File: config.mk
export PLATFORM = sky130hd
export DESIGN_NAME = fir_avmm_csr_flat
export DESIGN_NICKNAME = d
export VERILOG_FILES = /design/src/rtl/fir_avmm_csr_if.sv /design/src/rtl/fir_avmm_csr.sv /design/src/flat_wrapper.sv
export SDC_FILE = /design/constraint.sdc
export NUM_CORES = 2
export LEC_CHECK = 0
export CORE_ASPECT_RATIO = 0.9
export CORE_UTILIZATION = 50
export DETAILED_ROUTE_END_ITERATION = 8
export PLACE_DENSITY = 0.66
export SYNTH_ARGS = -nofsm -noshare
export SYNTH_HDL_FRONTEND = slang
export SYNTH_SLANG_ARGS = --single-unit
File: constraint.sdc
create_clock -name clk -period 3.3 [get_ports clk]
set_input_delay 0.66 -clock clk [delete_from_list [all_inputs] [get_ports clk]]
set_output_delay 0.66 -clock clk [all_outputs]
set_load 0.05 [all_outputs]
File: src/rtl/fir_avmm_csr_if.sv
// Avalon-MM bus bundle between the mm_bridge master and the FIR CSR responder.
interface fir_avmm_csr_if;
  logic [9:0]  avs_address;
  logic        avs_read;
  logic        avs_write;
  logic [31:0] avs_writedata;
  logic [3:0]  avs_byteenable;
  logic        avs_burstcount;
  logic        avs_debugaccess;
  logic        avs_waitrequest;
  logic [31:0] avs_readdata;
  logic        avs_readdatavalid;

  modport master (
    output avs_address,
    output avs_read,
    output avs_write,
    output avs_writedata,
    output avs_byteenable,
    output avs_burstcount,
    output avs_debugaccess,
    input  avs_waitrequest,
    input  avs_readdata,
    input  avs_readdatavalid
  );

  modport slave (
    input  avs_address,
    input  avs_read,
    input  avs_write,
    input  avs_writedata,
    input  avs_byteenable,
    input  avs_burstcount,
    input  avs_debugaccess,
    output avs_waitrequest,
    output avs_readdata,
    output avs_readdatavalid
  );
endinterface

File: src/rtl/fir_avmm_csr.sv
// FIR control/status registers with a shadow coefficient bank that software fills and
// commits into the active bank read by the datapath. Fixed 2-cycle read latency.
module fir_avmm_csr #(
  parameter int unsigned NUM_TAPS = 32,
  parameter int unsigned COEF_W   = 16
) (
  input  logic              clk,
  input  logic              reset_n,
  fir_avmm_csr_if.slave     avs,
  output logic              fir_enable,
  input  logic [5:0]        coef_rd_idx,
  output logic [COEF_W-1:0] coef_rd_data,
  output logic              coef_update_done
);

  typedef enum logic [0:0] {StIdle, StCopy} state_e;

  localparam logic [6:0] NumTaps7 = 7'(NUM_TAPS);
  localparam logic [5:0] LastIdx  = 6'(NUM_TAPS - 1);
  localparam logic [7:0] NumTaps8 = 8'(NUM_TAPS);

  state_e            state_q, state_d;
  logic [5:0]        idx_q, idx_d;
  logic              enable_q, enable_d;
  logic [31:0]       scratch_q, scratch_d;
  logic [15:0]       commit_cnt_q, commit_cnt_d;
  logic [COEF_W-1:0] shadow_q [NUM_TAPS];
  logic [COEF_W-1:0] shadow_d [NUM_TAPS];
  logic [COEF_W-1:0] active_q [NUM_TAPS];
  logic [COEF_W-1:0] active_d [NUM_TAPS];
  logic              rd1_valid_q, rd1_valid_d;
  logic [31:0]       rd1_data_q, rd1_data_d;
  logic              rd2_valid_q;
  logic [31:0]       rd2_data_q;
  logic [COEF_W-1:0] coef_rd_data_q, coef_rd_data_d;

  logic [7:0]        word_idx;
  logic [5:0]        coef_k;
  logic              is_ctrl, is_status, is_scratch, is_coef_region, coef_hit;
  logic              copy_busy, wait_req, wr_en, rd_en, commit_req;
  logic [31:0]       be_mask;
  logic [31:0]       rd_mux;
  logic [COEF_W-1:0] shadow_sel;
  logic              done;
  logic              unused_sigs;

  // Address decode
  assign word_idx       = avs.avs_address[9:2];
  assign coef_k         = avs.avs_address[7:2];
  assign is_ctrl        = (word_idx == 8'd0);
  assign is_status      = (word_idx == 8'd1);
  assign is_scratch     = (word_idx == 8'd2);
  assign is_coef_region = (avs.avs_address[9:8] == 2'b01);
  assign coef_hit       = is_coef_region && ({1'b0, coef_k} < NumTaps7);

  assign copy_busy  = (state_q == StCopy);
  // Only coefficient writes stall, so the active bank never races a shadow update.
  assign wait_req   = avs.avs_write & copy_busy & is_coef_region;
  assign wr_en      = avs.avs_write & ~wait_req;
  assign rd_en      = avs.avs_read & ~avs.avs_write;
  assign commit_req = wr_en & is_ctrl & avs.avs_byteenable[0] & avs.avs_writedata[1];

  assign unused_sigs = ^{avs.avs_burstcount, avs.avs_debugaccess, avs.avs_address[1:0]};

  always_comb begin
    be_mask = '0;
    for (int b = 0; b < 4; b++) begin
      be_mask[8*b +: 8] = {8{avs.avs_byteenable[b]}};
    end
  end

  always_comb begin
    shadow_sel = '0;
    for (int k = 0; k < NUM_TAPS; k++) begin
      if (coef_k == 6'(k)) shadow_sel = shadow_q[k];
    end
  end

  always_comb begin
    rd_mux = '0;
    if (is_ctrl) begin
      rd_mux = {31'd0, enable_q};
    end else if (is_status) begin
      rd_mux = {commit_cnt_q, NumTaps8, 7'd0, copy_busy};
    end else if (is_scratch) begin
      rd_mux = scratch_q;
    end else if (coef_hit) begin
      rd_mux = 32'(shadow_sel);
    end
  end

  // Register writes
  always_comb begin
    enable_d  = enable_q;
    scratch_d = scratch_q;
    shadow_d  = shadow_q;
    if (wr_en) begin
      if (is_ctrl && avs.avs_byteenable[0]) enable_d = avs.avs_writedata[0];
      if (is_scratch) scratch_d = (scratch_q & ~be_mask) | (avs.avs_writedata & be_mask);
      if (coef_hit) begin
        for (int k = 0; k < NUM_TAPS; k++) begin
          if (coef_k == 6'(k)) begin
            shadow_d[k] = COEF_W'((32'(shadow_q[k]) & ~be_mask)
                                  | (avs.avs_writedata & be_mask));
          end
        end
      end
    end
  end

  // Commit FSM: one tap copied per cycle
  always_comb begin
    state_d      = state_q;
    idx_d        = idx_q;
    commit_cnt_d = commit_cnt_q;
    active_d     = active_q;
    done         = 1'b0;
    unique case (state_q)
      StIdle: begin
        if (commit_req) begin
          state_d      = StCopy;
          idx_d        = '0;
          commit_cnt_d = commit_cnt_q + 16'd1;
        end
      end
      StCopy: begin
        for (int k = 0; k < NUM_TAPS; k++) begin
          if (idx_q == 6'(k)) active_d[k] = shadow_q[k];
        end
        if (idx_q == LastIdx) begin
          state_d = StIdle;
          done    = 1'b1;
        end else begin
          idx_d = idx_q + 6'd1;
        end
      end
      default: state_d = StIdle;
    endcase
  end

  always_comb begin
    rd1_valid_d = rd_en;
    rd1_data_d  = rd_en ? rd_mux : '0;
  end

  always_comb begin
    coef_rd_data_d = '0;
    for (int k = 0; k < NUM_TAPS; k++) begin
      if (coef_rd_idx == 6'(k)) coef_rd_data_d = active_q[k];
    end
  end

  always_ff @(posedge clk or negedge reset_n) begin
    if (!reset_n) begin
      state_q        <= StIdle;
      idx_q          <= '0;
      enable_q       <= 1'b0;
      scratch_q      <= '0;
      commit_cnt_q   <= '0;
      shadow_q       <= '{default: '0};
      active_q       <= '{default: '0};
      rd1_valid_q    <= 1'b0;
      rd1_data_q     <= '0;
      rd2_valid_q    <= 1'b0;
      rd2_data_q     <= '0;
      coef_rd_data_q <= '0;
    end else begin
      state_q        <= state_d;
      idx_q          <= idx_d;
      enable_q       <= enable_d;
      scratch_q      <= scratch_d;
      commit_cnt_q   <= commit_cnt_d;
      shadow_q       <= shadow_d;
      active_q       <= active_d;
      rd1_valid_q    <= rd1_valid_d;
      rd1_data_q     <= rd1_data_d;
      rd2_valid_q    <= rd1_valid_q;
      rd2_data_q     <= rd1_data_q;
      coef_rd_data_q <= coef_rd_data_d;
    end
  end

  assign avs.avs_waitrequest   = wait_req;
  assign avs.avs_readdata      = rd2_data_q;
  assign avs.avs_readdatavalid = rd2_valid_q;
  assign fir_enable            = enable_q;
  assign coef_rd_data          = coef_rd_data_q;
  assign coef_update_done      = done;

endmodule

File: src/flat_wrapper.sv
// flat-port wrapper written by rule: the top's interface ports become plain ports
module fir_avmm_csr_flat 
#(
  parameter int unsigned NUM_TAPS = 32,
  parameter int unsigned COEF_W   = 16
)
  (clk, reset_n, fir_enable, coef_rd_idx, coef_rd_data, coef_update_done, avs_avs_address, avs_avs_read, avs_avs_write, avs_avs_writedata, avs_avs_byteenable, avs_avs_burstcount, avs_avs_debugaccess, avs_avs_waitrequest, avs_avs_readdata, avs_avs_readdatavalid);
  fir_avmm_csr_if avs_i ();
  input  logic clk;
  input  logic reset_n;
  output logic fir_enable;
  input  logic [5:0] coef_rd_idx;
  output logic [COEF_W-1:0] coef_rd_data;
  output logic coef_update_done;
  input wire logic [$bits(avs_i.avs_address)-1:0] avs_avs_address;
  input wire logic [$bits(avs_i.avs_read)-1:0] avs_avs_read;
  input wire logic [$bits(avs_i.avs_write)-1:0] avs_avs_write;
  input wire logic [$bits(avs_i.avs_writedata)-1:0] avs_avs_writedata;
  input wire logic [$bits(avs_i.avs_byteenable)-1:0] avs_avs_byteenable;
  input wire logic [$bits(avs_i.avs_burstcount)-1:0] avs_avs_burstcount;
  input wire logic [$bits(avs_i.avs_debugaccess)-1:0] avs_avs_debugaccess;
  output wire logic [$bits(avs_i.avs_waitrequest)-1:0] avs_avs_waitrequest;
  output wire logic [$bits(avs_i.avs_readdata)-1:0] avs_avs_readdata;
  output wire logic [$bits(avs_i.avs_readdatavalid)-1:0] avs_avs_readdatavalid;
  assign avs_i.avs_address = avs_avs_address;
  assign avs_i.avs_read = avs_avs_read;
  assign avs_i.avs_write = avs_avs_write;
  assign avs_i.avs_writedata = avs_avs_writedata;
  assign avs_i.avs_byteenable = avs_avs_byteenable;
  assign avs_i.avs_burstcount = avs_avs_burstcount;
  assign avs_i.avs_debugaccess = avs_avs_debugaccess;
  assign avs_avs_waitrequest = avs_i.avs_waitrequest;
  assign avs_avs_readdata = avs_i.avs_readdata;
  assign avs_avs_readdatavalid = avs_i.avs_readdatavalid;
  fir_avmm_csr #(.NUM_TAPS(NUM_TAPS), .COEF_W(COEF_W)) u_core (.clk(clk), .reset_n(reset_n), .avs(avs_i), .fir_enable(fir_enable), .coef_rd_idx(coef_rd_idx), .coef_rd_data(coef_rd_data), .coef_update_done(coef_update_done));
endmodule
==> results.txt <==
----------------------------------------------------
[Run status]
  Run status ... complete, no violations

[Cells and area]
  Diode count ... 0
  Nets ... 4,718
  Top library cells by usage in the layout, fill and taps aside ... dfrtp_1 (1,162), mux2_2 (1,114), buf_4 (463)
  Area growth, synth to finish ... 21.58%
  Fraction of layout instances using a drive strength above 1 ... 0.4388
  Most frequent standard cell in the layout excluding fill and tap cells ... dfrtp_1

[Pwr]
  Peak supply drop ... 0.4646 mV
  Total power divided by cell area ... 485.3 nW/µm²
  Leakage power figure ... 31.08 nW

[Timing]
  Final clock skew ... 0.02550 ns
  Unrepaired setup endpoints after global routing ... false
  Final worst hold slack ... 0.3470 ns
  Fmax ... 316.5 MHz
  Sum of negative setup slack ... 0 ns
  Least-Margin Pin Slew ... 0.8300 ns
  Final-report hold violation count ... 0
  Max Slew Vio Count ... 0
  Ratio of final minimum period to clock period ... 0.9574
  Final count of negative-setup-slack endpoints ... 0
  Shortest clock period the worst path allows after layout ... 3.159 ns
  Slew margin rel. ... 0.4433

[Die]
  Height of the die ... 313.0 µm
  Standard-cell row count ... 113
  Core box area ... 106,000 µm²
  Width of the chip ... 347.6 µm
  Initial Util ... 0.5068
  I/O pin count ... 110
  Overall die area ... 108,800 µm²

[Flow run]
  Total of max-cap violations ... 0

[Clocking]
  Cts bufs inserted ... 120
  Clk_lat worst skew ... 0.73 ns
  Clock sink total ... 1,162
  Number of H-tree levels ... 3
  Clk pin slew, worst setup/hold paths ... 0.06 ns
  Largest buffer count on any clock path ... 3
  Clk root buf ... clkbuf_16
  CTS tree ... yes

[Synthesis]
  Number of warnings reported in the yosys synthesis log ... 0
  Share of Yosys cell area claimed by the top area cell type ... 0.5411
  Cell area after synthesis ... 53,740 µm²
  Number of different library cells in the post-synthesis netlist ... 96
  Flip-flop and latch count after synthesis ... 1,162
  Cell count after synthesis ... 4,156
  Average cell area after synthesis ... 12.93 µm²
  Biggest area contributors in the synthesized netlist ... dfrtp_1 (54%), mux2_2 (23%), mux4_2 (2.3%)
  Top flip-flop cell by instance count after synthesis ... dfrtp_1
  Post-synthesis sequential area ratio ... 0.5411
  Number of enable flip-flop cells after synthesis ... 0
  Cell taking the most area after synthesis ... dfrtp_1
  Synth Net Count ... 4,219
  Async SR Flop Fraction ... 1.000

[Worst setup path]
  Critical path capture point type ... output pin
  Arrival time of data at the critical path endpoint ... 2.50 ns
  Worst-path maximum fanout ... 6
  Crit path cell chain ... ha_1 > nand3_1 > nor4b_4 > buf_4 > buf_12
  Kind of cell adding the most delay to the critical path ... simple AND/OR/NAND/NOR gates
  CP Class ... flop to output pin
  Crit start category ... flop
  Stage delay of the slowest cell on the critical path ... 0.45 ns
  Worst-path cell with the longest stage delay ... dfrtp_1
  Buffers plus inverters on the worst setup path ... 2
  Required time of the critical path ... 2.64 ns

[Place]
  Number of port buffers ... 105
  Final estimated routing congestion in global placement ... 0.9740
  Final HPWL from detailed placement ... 135,000 µm

[Global route]
  Initial antenna violation count ... 5
  GR Overflow Total ... 0
  Global-route wire length before repair ... 277,800 µm
  Via count of the first global-routing pass ... 39,890
  Total routing resource utilization after global routing ... 0.3486
  Pin count of the biggest net entering global routing ... 101

[Worst hold path]
  Kind of path behind the tightest hold check ... flop to flop

[Route]
  Mean routed wirelength per cell ... 30.89 µm
  Routed Antenna Nets ... 0
  Number of violations reported at the end of detailed-routing iteration 0 ... 4,867
  Ratio of routed vias to standard cells ... 6.563
  Length of the first detailed-routing pass in iterations ... 9
  Count of vias placed by the detailed router ... 40,300
  DR DRC count ... 0
  Final WL ... 189,700 µm

----------------------------------------------------
final cells by class:
cell class,instances,area (µm²)
fill,8357,40700
multi-input combinational,2672,23380
clock inverter,62,843.3
timing repair buffer,676,6720
sequential,1162,29080
tap,1380,1727
clock buffer,166,3507
inverter,23,86.33
layer usage:
layer / global-route usage / up-vias / part of all wire
met5: 0 / - / 0.00011
met4: 0.1454 / 4 / 0.046
met3: 0.06931 / 461 / 0.094
met2: 0.5223 / 2243 / 0.44
met1: 0.4970 / 21140 / 0.42
li1: - / 16460 / -
synth_stat cells, types with 56 or more instances:
library cell / count
mux2_2: 1114
clkbuf_1: 148
a22oi_1: 63
nand3_1: 75
dfrtp_1: 1162
nor2_1: 179
o21ai_0: 172
o22ai_1: 56
nand2_1: 143
a21oi_1: 163
buf_2: 90
mux2i_1: 93
path summary, 6_finish.rpt:
kind                               startpoint                            to  slack, ns  cells after the start
max                           u_core.idx_q[0]              coef_update_done       0.14                      5
min                        u_core.rd1_valid_q  u_core.avs.avs_readdatavalid       0.35                      0
max reg2reg                   u_core.idx_q[0]            u_core.active_q[9]       0.70                      7
min reg2reg                u_core.rd1_valid_q  u_core.avs.avs_readdatavalid       0.35                      0
max in group asynchronous             reset_n          u_core.active_q[248]       1.67                      4
min in group asynchronous             reset_n                     async pin       0.51                      2
kinds of logic (layout without fill, tap and decap cells):
family,Yosys count,in the layout,share of synthesized area
mux,1262,1262,0.2737
simple gates,635,635,0.06198
compound gates,752,752,0.09266
buf+inv,322,927,0.02654
fa+ha+maj,5,5,0.001164
flops,1162,1162,0.5411
xor+xnor,18,18,0.002933
stage by stage:
stage	std cells	total power [mW]	cell area, µm²	util	setup slack, ns
5_1_grt	6141	32.53	65340	0.6162	0.01114
3_3_place_gp	5910	17.08	60970	0.5749	-0.2931
3_5_place_dp	5910	17.10	60970	0.5749	-0.3223
2_1_floorplan	4156	15.70	53740	-	0.6233
6_report	6141	31.71	65340	0.6162	0.1405
4_1_cts	6141	31.83	65340	0.6162	0.05696
power breakdown:
part | total (mW) | switching (mW) | internal [mW]
combinational | 2.35 | 1.57 | 0.780
sequential | 14.5 | 0.148 | 14.4
clock | 14.8 | 5.99 | 8.83
worst reg2reg max path, cell delays in order, from the launching register on:
cell	delay, ns
dfrtp_1	0.45
ha_1	0.39
nand3_1	0.28
nor4b_4	0.33
buf_4	0.18
buf_4	0.13
buf_4	0.30
mux2_2	0.41
repair_timing:
item | 4_1_cts | 5_1_grt
hold buffers | 1 | 0
buffers inserted | 2 | 0
resized for setup | 0 | 0
setup endpoints to repair | 1 | 0
endpoints found under the hold margin | 56 | 0
(Power assumes the default switching activity.)
